[config.mk]
export PLATFORM = sky130hd
export DESIGN_NAME = seq_mult_ctrl
export DESIGN_NICKNAME = d
export VERILOG_FILES = /design/src/rtl/seq_mult_pkg.sv /design/src/rtl/mult_cell.sv /design/src/rtl/pp_row.sv /design/src/rtl/seq_mult_ctrl.sv
export SDC_FILE = /design/constraint.sdc
export NUM_CORES = 1
export LEC_CHECK = 0
export BUFFER_PORTS_ARGS = -buffer_cell sky130_fd_sc_hd__buf_4
export CAP_MARGIN = 20
export CORE_MARGIN = 2
export CORE_UTILIZATION = 50
export CTS_CLUSTER_SIZE = 40
export DETAILED_ROUTE_END_ITERATION = 6
export GPL_TIMING_DRIVEN = 1
export PLACE_DENSITY = 0.7
export SLEW_MARGIN = 40
export SYNTH_ARGS = -nofsm -noshare
export SYNTH_HDL_FRONTEND = slang
export SYNTH_HIERARCHICAL = 1
export SYNTH_SLANG_ARGS = --single-unit
[constraint.sdc]
create_clock -name clk -period 3.4 [get_ports clk]
set_input_delay 0.17 -clock clk [delete_from_list [all_inputs] [get_ports clk]]
set_output_delay 0.17 -clock clk [all_outputs]
set_load 0.02 [all_outputs]
[src/rtl/seq_mult_pkg.sv]
// Shared types and constants for the sequential shift-add multiplier controller.
package seq_mult_pkg;

  localparam int DEFAULT_WIDTH = 8;

  typedef enum logic [1:0] {
    ST_IDLE = 2'd0,
    ST_RUN  = 2'd1,
    ST_DONE = 2'd2
  } state_t;

endpackage : seq_mult_pkg

[src/rtl/mult_cell.sv]
// 1-bit multiplier cell: product of one multiplicand bit and one multiplier bit.
module mult_cell (
  input  logic i_a,
  input  logic i_b,
  output logic o_p
);

  assign o_p = i_a & i_b;

endmodule : mult_cell

[src/rtl/pp_row.sv]
// Combinational partial-product row built from one mult_cell per multiplicand bit.
module pp_row #(
  parameter int WIDTH = 16
) (
  input  logic [WIDTH-1:0] i_mcand,
  input  logic             i_bit,
  output logic [WIDTH-1:0] o_pp
);

  for (genvar g = 0; g < WIDTH; g++) begin : g_cell
    mult_cell u_cell (
      .i_a (i_mcand[g]),
      .i_b (i_bit),
      .o_p (o_pp[g])
    );
  end

endmodule : pp_row

[src/rtl/seq_mult_ctrl.sv]
// Sequential shift-add multiplier controller, one multiplier bit per RUN cycle.
// Optional macro SEQ_MULT_EARLY_TERM_EN: finish as soon as the remaining multiplier bits are zero.
//
// state   | meaning
// IDLE    | waiting for start; prod holds the last result
// RUN     | one shift-add step per edge; busy=1
// DONE    | single-cycle done pulse; start here chains directly into RUN
module seq_mult_ctrl
  import seq_mult_pkg::*;
#(
  parameter int WIDTH = DEFAULT_WIDTH
) (
  input  logic               clk,
  input  logic               rst_n,
  input  logic               start,
  input  logic [WIDTH-1:0]   a,
  input  logic [WIDTH-1:0]   b,
  output logic               busy,
  output logic               done,
  output logic [2*WIDTH-1:0] prod
);

  localparam int PW = 2 * WIDTH;
  localparam int CW = $clog2(WIDTH);
  localparam logic [CW-1:0] LAST_STEP = CW'(WIDTH - 1);

  state_t           r_state;
  state_t           w_state_nxt;
  logic [PW-1:0]    r_mcand;
  logic [PW-1:0]    r_acc;
  logic [PW-1:0]    r_prod;
  logic [WIDTH-1:0] r_mplier;
  logic [CW-1:0]    r_cnt;

  logic [PW-1:0]    w_pp;
  logic [PW-1:0]    w_acc_sum;
  logic [WIDTH-1:0] w_mplier_shr;
  logic             w_load;
  logic             w_step;
  logic             w_last;

  pp_row #(
    .WIDTH (PW)
  ) u_pp_row (
    .i_mcand (r_mcand),
    .i_bit   (r_mplier[0]),
    .o_pp    (w_pp)
  );

  assign w_acc_sum    = r_acc + w_pp;
  assign w_mplier_shr = r_mplier >> 1;
  assign w_load       = start && ((r_state == ST_IDLE) || (r_state == ST_DONE));
  assign w_step       = (r_state == ST_RUN);

`ifdef SEQ_MULT_EARLY_TERM_EN
  assign w_last = (r_cnt == LAST_STEP) || (w_mplier_shr == '0);
`else
  assign w_last = (r_cnt == LAST_STEP);
`endif

  always_ff @(posedge clk or negedge rst_n) begin
    if (!rst_n) begin
      r_state <= ST_IDLE;
    end else begin
      r_state <= w_state_nxt;
    end
  end

  always_comb begin
    w_state_nxt = r_state;
    busy        = 1'b0;
    done        = 1'b0;
    case (r_state)
      ST_IDLE: begin
        if (start) w_state_nxt = ST_RUN;
      end
      ST_RUN: begin
        busy = 1'b1;
        if (w_last) w_state_nxt = ST_DONE;
      end
      ST_DONE: begin
        done        = 1'b1;
        w_state_nxt = start ? ST_RUN : ST_IDLE;
      end
      default: w_state_nxt = ST_IDLE;
    endcase
  end

  // prod is only written on the RUN-to-DONE edge, so it survives the next operation's RUN phase
  always_ff @(posedge clk or negedge rst_n) begin
    if (!rst_n) begin
      r_mcand  <= '0;
      r_mplier <= '0;
      r_acc    <= '0;
      r_cnt    <= '0;
      r_prod   <= '0;
    end else if (w_load) begin
      r_mcand  <= PW'(a);
      r_mplier <= b;
      r_acc    <= '0;
      r_cnt    <= '0;
    end else if (w_step) begin
      r_acc    <= w_acc_sum;
      r_mcand  <= r_mcand << 1;
      r_mplier <= w_mplier_shr;
      r_cnt    <= r_cnt + 1'b1;
      if (w_last) r_prod <= w_acc_sum;
    end
  end

  assign prod = r_prod;

endmodule : seq_mult_ctrl

==> results of run 1 <==
-- where the power goes --
part           switching [mW]  total [mW]  internal (mW)  leakage, nW
Sequential              0.216        1.27           1.06        0.773
Combinational           0.968        1.63          0.665        0.887
Clock                   0.276       0.783          0.506        0.121
Total                    1.46        3.69           2.23         1.78
-- cell type report --
| cell class | count | area [µm²] |
|---|---|---|
| Tap cell | 75 | 93.8 |
| Inverter | 5 | 18.8 |
| Fill cell | 525 | 2270 |
| Clock inverter | 4 | 95.1 |
| Multi-Input combinational cell | 233 | 1480 |
| Timing Repair Buffer | 42 | 322 |
| Clock buffer | 12 | 145 |
| Sequential cell | 61 | 1530 |
-- cell usage in the layout, fill, tap and decap left out, types with 3 or more instances in the layout --
master / count
buf_4: 40
bufinv_16: 3
o21ai_0: 35
and2_1: 16
ha_1: 17
a21oi_1: 18
xor2_1: 9
nor2_1: 3
nand2_1: 69
inv_1: 5
dfrtp_1: 61
clkbuf_8: 10
o21ai_1: 5
o21bai_1: 3
a22o_1: 14
a22oi_1: 15
xnor2_1: 6
-- through the flow --
| stage | worst slack [ns] | hold WS [ns] | total power [mW] | cell area (µm²) | instances |
|---|---|---|---|---|---|
| after global placement | 0.732 | 0.297 | 2.87 | 3430 | 415 |
| after floorplan | 0.904 | -0.126 | 2.43 | 3100 | 314 |
| after detailed placement | 0.690 | 0.293 | 2.93 | 3430 | 415 |
| final | 0.626 | 0.0288 | 3.69 | 3680 | 432 |
| after global routing | 0.381 | 0.0360 | 3.98 | 3680 | 432 |
| after CTS | 0.635 | 0.0226 | 3.72 | 3680 | 432 |
-- path summary, 6_finish.rpt --
kind                            depth (start not counted)         from          end
worst min-delay path                                    3         b[6]  r_mplier[6]
min in group asynchronous                               2        rst_n      prod[4]
worst max register to register                          9  r_mplier[0]    r_acc[12]
max in group asynchronous                               2        rst_n     prod[13]
worst max-delay path                                    9  r_mplier[0]    r_acc[12]
worst min register to register                          2      prod[7]      prod[7]
-- logic make-up (layout without fill, tap and decap cells) --
group	Yosys count	after routing	synth area share, %
AO/OA/AOI/OAI	101	101	21.5
flip-flops	61	61	49.3
buffers and inverters	20	63	2.83
XOR/XNOR	15	15	4.24
AND/OR/NAND/NOR	97	97	13.9
adder cells (fa/ha/maj)	18	18	7.52
multiplexers	2	2	0.728
-- worst reg2reg max path, stage by stage, from the launching register on --
cell and delay [ns]:
dfrtp_1 0.52, and2_1 0.21, ha_1 0.20, fa_1 0.42
a21o_4 0.25, a311oi_2 0.32, o21bai_1 0.15, a31oi_1 0.23
xor2_1 0.21, o21ai_0 0.11
-- flip-flops by register name (all words and copies together) (netlist names) --
signal and cells:
prod 16, r_acc 16, r_mcand 16, r_mplier 8
r_cnt 3, r_state 2
-- metal layers --
metal  part of all wire, %  up-vias
li1                      -     1182
met1                    48     1135
met2                    45       67
met3                   5.3       12
met4                   1.7        0
met5                     0        -
==> summary.md, run 1 <==
| Metric | Value |
|---|---|
| Status | finished clean |
| Final Slew Violations | 0 |
| Syn nets | 351 |
| Crit-path max FO | 17 |
| Post-synth ARST share | 100% |
| Hold crit path type | in -> reg |
| TritonCTS clock tree | done |
| GR Util met1 | 27.6% |
| Post-layout min period | 2.77 ns |
| Routability cong. | 0.940 |
| Critical path's top delay family | compound AO/OA/AOI/OAI gates |
| Nets | 389 |
| Peak VDD IR | 483 µV |
| Max clock buf depth | 2 |
| Buffer count from post-CTS setup fixing | 0 |
| Post-synth top cells | nand2_1 (69), dfrtp_1 (61), o21ai_0 (35) |
| Crit-path cells | and2_1 -> ha_1 -> fa_1 -> a21o_4 -> a311oi_2 -> o21bai_1 -> a31oi_1 -> xor2_1 -> o21ai_0 |
| WL/cell | 15.0 µm |
| Accumulated negative setup slack | 0 ns |
| Count leader, synth | nand2_1 |
| Drt initial violations | 119 |
| Met3 usage | 7.50% |
| Maximum clock rate | 360 MHz |
| Count of final hold-check violations | 0 |
| Global-route wire length before repair | 10.9 mm |
| Die height | 82.7 µm |
| Leakage | 1.78 nW |
| Syn. warnings | 6 |
| Post-route antenna net violation count | 0 |
| Critical path class | reg -> reg |
| Final core occ | 61.9% |
| Hold_buf cts | 1 |
| Total global routing track utilization | 21.8% |
| Max-Cap Viols | 0 |
| Sink Count | 61 |
| Clk Latency, worst-skew pair | 0.35 ns |
| Number of distinct library cells after synthesis | 34 |
| Core area | 5960 µm² |
| H-tree levels | 3 |
| Setup-failing EPs final | 0 |
| PD cells | 1000 nW/µm² |
| Busiest grt layer | met2 |
| Worst-path clk slew | 0.07 ns |
| Die footprint | 6840 µm² |
| Vias in the first global route | 2359 |
| Total Wirelength | 6.50 mm |
| Synth area leaders | dfrtp_1 (49%), nand2_1 (8.4%), ha_1 (6.9%) |
| Largest net degree at the start of global routing | 62 |
| Measured slew at the worst slew-check pin | 0.690 ns |
| Synth Area per Inst | 9.86 µm² |
| IO buf count | 36 |
| Met2 usage in global routing | 34.9% |
| DR vias | 2396 |
| Buf/Inv on CP | 0 |
| Starting Density | 52.0% |
| Crit-path slowest cell | dfrtp_1 |
| Die Span X | 82.7 µm |
| DP HPWL | 4.52 mm |
| Synth Register Bits | 61 |
| Final period util | 81.6% |
| I/O Pins | 37 |
| Row count | 28 |
| FF-to-FF setup slack | 0.63 ns |
| CTS Buf Count | 9 |
| Slew HR | 54.0% |
| GR Overflow Total | 0 |
| RSZ-0062 raised after global routing | false |
| Root Buffer | clkbuf_8 |
| Initial antenna violation count | 0 |
| Vias/cell | 5.55 |
| # DRC | 0 |
| CP Data Arrival Time | 2.96 ns |
| Critical Path RT | 3.59 ns |
| # diodes | 0 |
| Drt first pass iters | 4 |
| Mapped Cells | 314 |
| Layout cells sized above 1 | 17.9% |
| CP Capture Type | flop |
| Final Skew | 0.00874 ns |
| Synth area leader | dfrtp_1 |
| Register area share after synthesis | 49.3% |
| Post-synth top flop | dfrtp_1 |
| Slowest Stage Delay on Critical Path | 0.52 ns |
| Cell area after synthesis | 3100 µm² |
| Share of the synthesized area in the top cell type | 49.3% |
| Crit start category | flop |
| Synth-to-layout area growth | 19.0% |
| Number of flops mapped to enable cells by yosys | 0 |
| Post-CTS sizing | 0 |
No activity file was read; power rests on OpenSTA's default activity.
==> run 2, diff against run 1 <==
--- a/config.mk
+++ b/config.mk
@@ -5,6 +5,7 @@
 export SDC_FILE = /design/constraint.sdc
 export NUM_CORES = 1
 export LEC_CHECK = 0
+export ABC_AREA = 1
 export BUFFER_PORTS_ARGS = -buffer_cell sky130_fd_sc_hd__buf_4
 export CAP_MARGIN = 20
 export CORE_MARGIN = 2
==> constraint.sdc (replaced) <==
create_clock -name clk -period 2.7 [get_ports clk]
set_input_delay 0.135 -clock clk [delete_from_list [all_inputs] [get_ports clk]]
set_output_delay 0.135 -clock clk [all_outputs]
set_load 0.02 [all_outputs]
==> summary.md, run 2 <==
| Metric | Value |
|---|---|
| Status | finished clean (unchanged) |
| Post-route antenna net violation count | 0 (unchanged) |
| Switching Fraction | 43.3% (was 39.6%) |
| Post-synth top flop | dfrtp_1 (unchanged) |
| Hold crit path type | in -> reg (unchanged) |
| Largest net degree at the start of global routing | 62 (unchanged) |
| CTS Buf Count | 9 (unchanged) |
| Global-route wire length before repair | 12.4 mm (was 10.9 mm) |
| Max-Cap Viols | 0 (unchanged) |
| Number of distinct library cells after synthesis | 31 (was 34) |
| Number of flops mapped to enable cells by yosys | 0 (unchanged) |
| Post-synth top cells | nand2_1 (168), inv_1 (81), dfrtp_1 (61) (was nand2_1 (69), dfrtp_1 (61), o21ai_0 (35)) |
| Clock power frac | 16.9% (was 21.2%) |
| Cell area after synthesis | 3420 µm² (was 3100 µm²) |
| TritonCTS clock tree | done (unchanged) |
| Routability cong. | 0.865 (was 0.940) |
| Synth Area per Inst | 7.62 µm² (was 9.86 µm²) |
| H-tree levels | 3 (unchanged) |
| Synth area leaders | dfrtp_1 (45%), nand2_1 (18%), inv_1 (8.9%) (was dfrtp_1 (49%), nand2_1 (8.4%), ha_1 (6.9%)) |
| Final period util | 80.6% (was 81.6%) |
| FF-to-FF path depth | 11 (was 9) |
| Synth Register Bits | 61 (unchanged) |
| CP Capture Point | prod[6] (was r_acc[12]) |
| Crit-path max FO | 17 (unchanged) |
| Accumulated negative setup slack | 0 ns (unchanged) |
| Worst flop-to-flop path endpoint | prod[6] (was r_acc[12]) |
| CP Capture Type | flop (unchanged) |
| GR Overflow Total | 0 (unchanged) |
| Initial antenna violation count | 0 (unchanged) |
| Synth area leader | dfrtp_1 (unchanged) |
| Count leader, synth | nand2_1 (unchanged) |
| Syn nets | 486 (was 351) |
| Total Wirelength | 7.07 mm (was 6.50 mm) |
| I/O Pins | 37 (unchanged) |
| Root Buffer | clkbuf_8 (unchanged) |
| Critical Path RT | 2.93 ns (was 3.59 ns) |
| CP Data Arrival Time | 2.41 ns (was 2.96 ns) |
| Final Slew Violations | 0 (unchanged) |
| WL/cell | 12.1 µm (was 15.0 µm) |
| Vias/cell | 4.89 (was 5.55) |
| Crit-path slowest cell | dfrtp_1 (unchanged) |
| Nets | 538 (was 389) |
| Die footprint | 7520 µm² (was 6840 µm²) |
| # diodes | 0 (unchanged) |
| Count of final hold-check violations | 0 (unchanged) |
| PD cells | 1120 nW/µm² (was 1000 nW/µm²) |
| Critical path class | reg -> reg (unchanged) |
| Clk Latency, worst-skew pair | 0.35 ns (about the same) |
| Slowest Stage Delay on Critical Path | 0.55 ns (was 0.52 ns) |
| Peak VDD IR | 862 µV (was 483 µV) |
| Final Skew | 0.00766 ns (was 0.00874 ns) |
| RSZ-0062 raised after global routing | false (unchanged) |
| Core area | 6720 µm² (was 5960 µm²) |
| Crit-path cells | nand2_1 -> inv_1 -> ha_1 -> fa_1 -> nand2_1 -> nand2_1 -> nand3b_1 -> nand2_1 -> or2_1 -> nand3_1 -> nand2_1 (was and2_1 -> ha_1 -> fa_1 -> a21o_4 -> a311oi_2 -> o21bai_1 -> a31oi_1 -> xor2_1 -> o21ai_0) |
| Synth-to-layout area growth | 19.0% (about the same) |
| Leakage | 2.32 nW (was 1.78 nW) |
| Starting Density | 50.9% (was 52.0%) |
| Post-layout min period | 2.18 ns (was 2.77 ns) |
| Maximum clock rate | 460 MHz (was 360 MHz) |
| Register area share after synthesis | 44.6% (was 49.3%) |
| Levels on crit path | 11 (was 9) |
| CP dominant cell by count | nand2_1 |
| Share of the synthesized area in the top cell type | 44.6% (was 49.3%) |
| Drt initial violations | 186 (was 119) |
| Most common cell after layout, fill and taps aside | nand2_1 (unchanged) |
| IO buf count | 36 (unchanged) |
| Die height | 86.7 µm (was 82.7 µm) |
| Sequential share of power | 34.1% (was 34.5%) |
| Row count | 30 (was 28) |
| Syn. warnings | 6 (unchanged) |
| Reg-to-reg startpoint | r_mplier[0] (unchanged) |
| DP HPWL | 4.96 mm (was 4.52 mm) |
| FF-to-FF setup slack | 0.52 ns (was 0.63 ns) |
| Int Power | 2.59 mW (was 2.23 mW) |
| Slew HR | 63.5% (was 54.0%) |
| Measured slew at the worst slew-check pin | 0.548 ns (was 0.690 ns) |
| Layout cells sized above 1 | 12.9% (was 17.9%) |
| Commonest cells after routing, fill and taps aside | nand2_1 (168), inv_1 (81), dfrtp_1 (61) (was nand2_1 (69), dfrtp_1 (61), buf_4 (40)) |
| Critical path's top delay family | simple AND/OR/NAND/NOR gates (was compound AO/OA/AOI/OAI gates) |
| Worst-path clk slew | 0.07 ns (about the same) |
| Net Sw Power | 1.98 mW (was 1.46 mW) |
| Die Span X | 86.7 µm (was 82.7 µm) |
| Max clock buf depth | 2 (unchanged) |
| Setup-failing EPs final | 0 (unchanged) |
| Drt first pass iters | 4 (unchanged) |
| # DRC | 0 (unchanged) |
| Critical Path Start | r_mplier[0] (unchanged) |
| Comb pwr share | 49.0% (was 44.3%) |
| Hold Slack | 0.0144 ns (was 0.0288 ns) |
| Total global routing track utilization | 21.3% (was 21.8%) |
| Vias in the first global route | 2755 (was 2359) |
| Crit start category | flop (unchanged) |
| Sink Count | 61 (unchanged) |
| Buf/Inv on CP | 1 (was 0) |
| DR vias | 2858 (was 2396) |
| Post-synth ARST share | 100% (unchanged) |
| Mapped Cells | 449 (was 314) |
## run 2: worst min-delay path by stage
stage          slack [ns]   from  cells past startpoint         end
2_1_floorplan       -0.16  rst_n                      0     prod[0]
3_3_place_gp         0.25  rst_n                      1     prod[3]
3_5_place_dp         0.27  rst_n                      1     prod[4]
4_1_cts             0.002   a[3]                      3  r_mcand[3]
5_1_grt             0.006   a[3]                      3  r_mcand[3]
6_report             0.01   a[3]                      3  r_mcand[3]
## run 2: area by class of cell
type	instances	area, µm²
clock buffers	11	131
clock inverters	4	50.0
fillers	612	2640
inverters	85	319
multi-input cells	291	1510
flip-flops and latches	61	1530
well taps	80	100
repair buffers	53	437
## run 2: timing repair
item,in CTS,in global routing
buffers inserted,0,0
hold buffers,14,0
resized for setup,0,0
endpoints found under the hold margin,74,0
endpoints found under the setup margin,0,0
## run 2: kinds of logic after synthesis
group	synth area share (%)
DFF	44.6
adders and majority gates	6.80
xor gates and xnor gates	2.01
buffers and inverters	11.3
AOI/OAI and AO/OA	8.70
and+or+nand+nor	26.6
## run 2: stage by stage
step	utilization, %	worst slack [ns]	instances	cell area, µm²	power [mW]
detailed placement	55.8	0.527	556	3750	3.81
floorplan	-	0.752	449	3420	3.20
CTS	60.6	0.512	585	4070	4.62
finish	60.7	0.524	585	4080	4.57
global route	60.7	0.344	585	4080	5.00
global placement	55.8	0.579	556	3750	3.74
## run 2: layer usage
layer  vias up  global-route usage, %  wire (µm)  part of all wire, %
met1      1280                   28.6       3530                   50
li1       1502                      -          -                    -
met4         0                   10.7        129                  1.8
met5         -                      0          0                    0
met3        11                   3.71        290                  4.1
met2        65                   33.4       3120                   44
## run 2: power groups by stage
stage	logic (mW)	registers [mW]	clock network, mW
2_1_floorplan	1.55	1.65	0
3_3_place_gp	2.18	1.56	0
3_5_place_dp	2.24	1.58	0
4_1_cts	2.26	1.56	0.794
5_1_grt	2.57	1.60	0.832
6_report	2.24	1.56	0.772
## run 2: worst reg2reg max path: stages, from the launching register on
cell and delay, ns:
dfrtp_1 0.55, nand2_1 0.13, inv_1 0.05, ha_1 0.21, fa_1 0.41, nand2_1 0.09
nand2_1 0.07, nand3b_1 0.08, nand2_1 0.11, or2_1 0.25, nand3_1 0.07, nand2_1 0.05
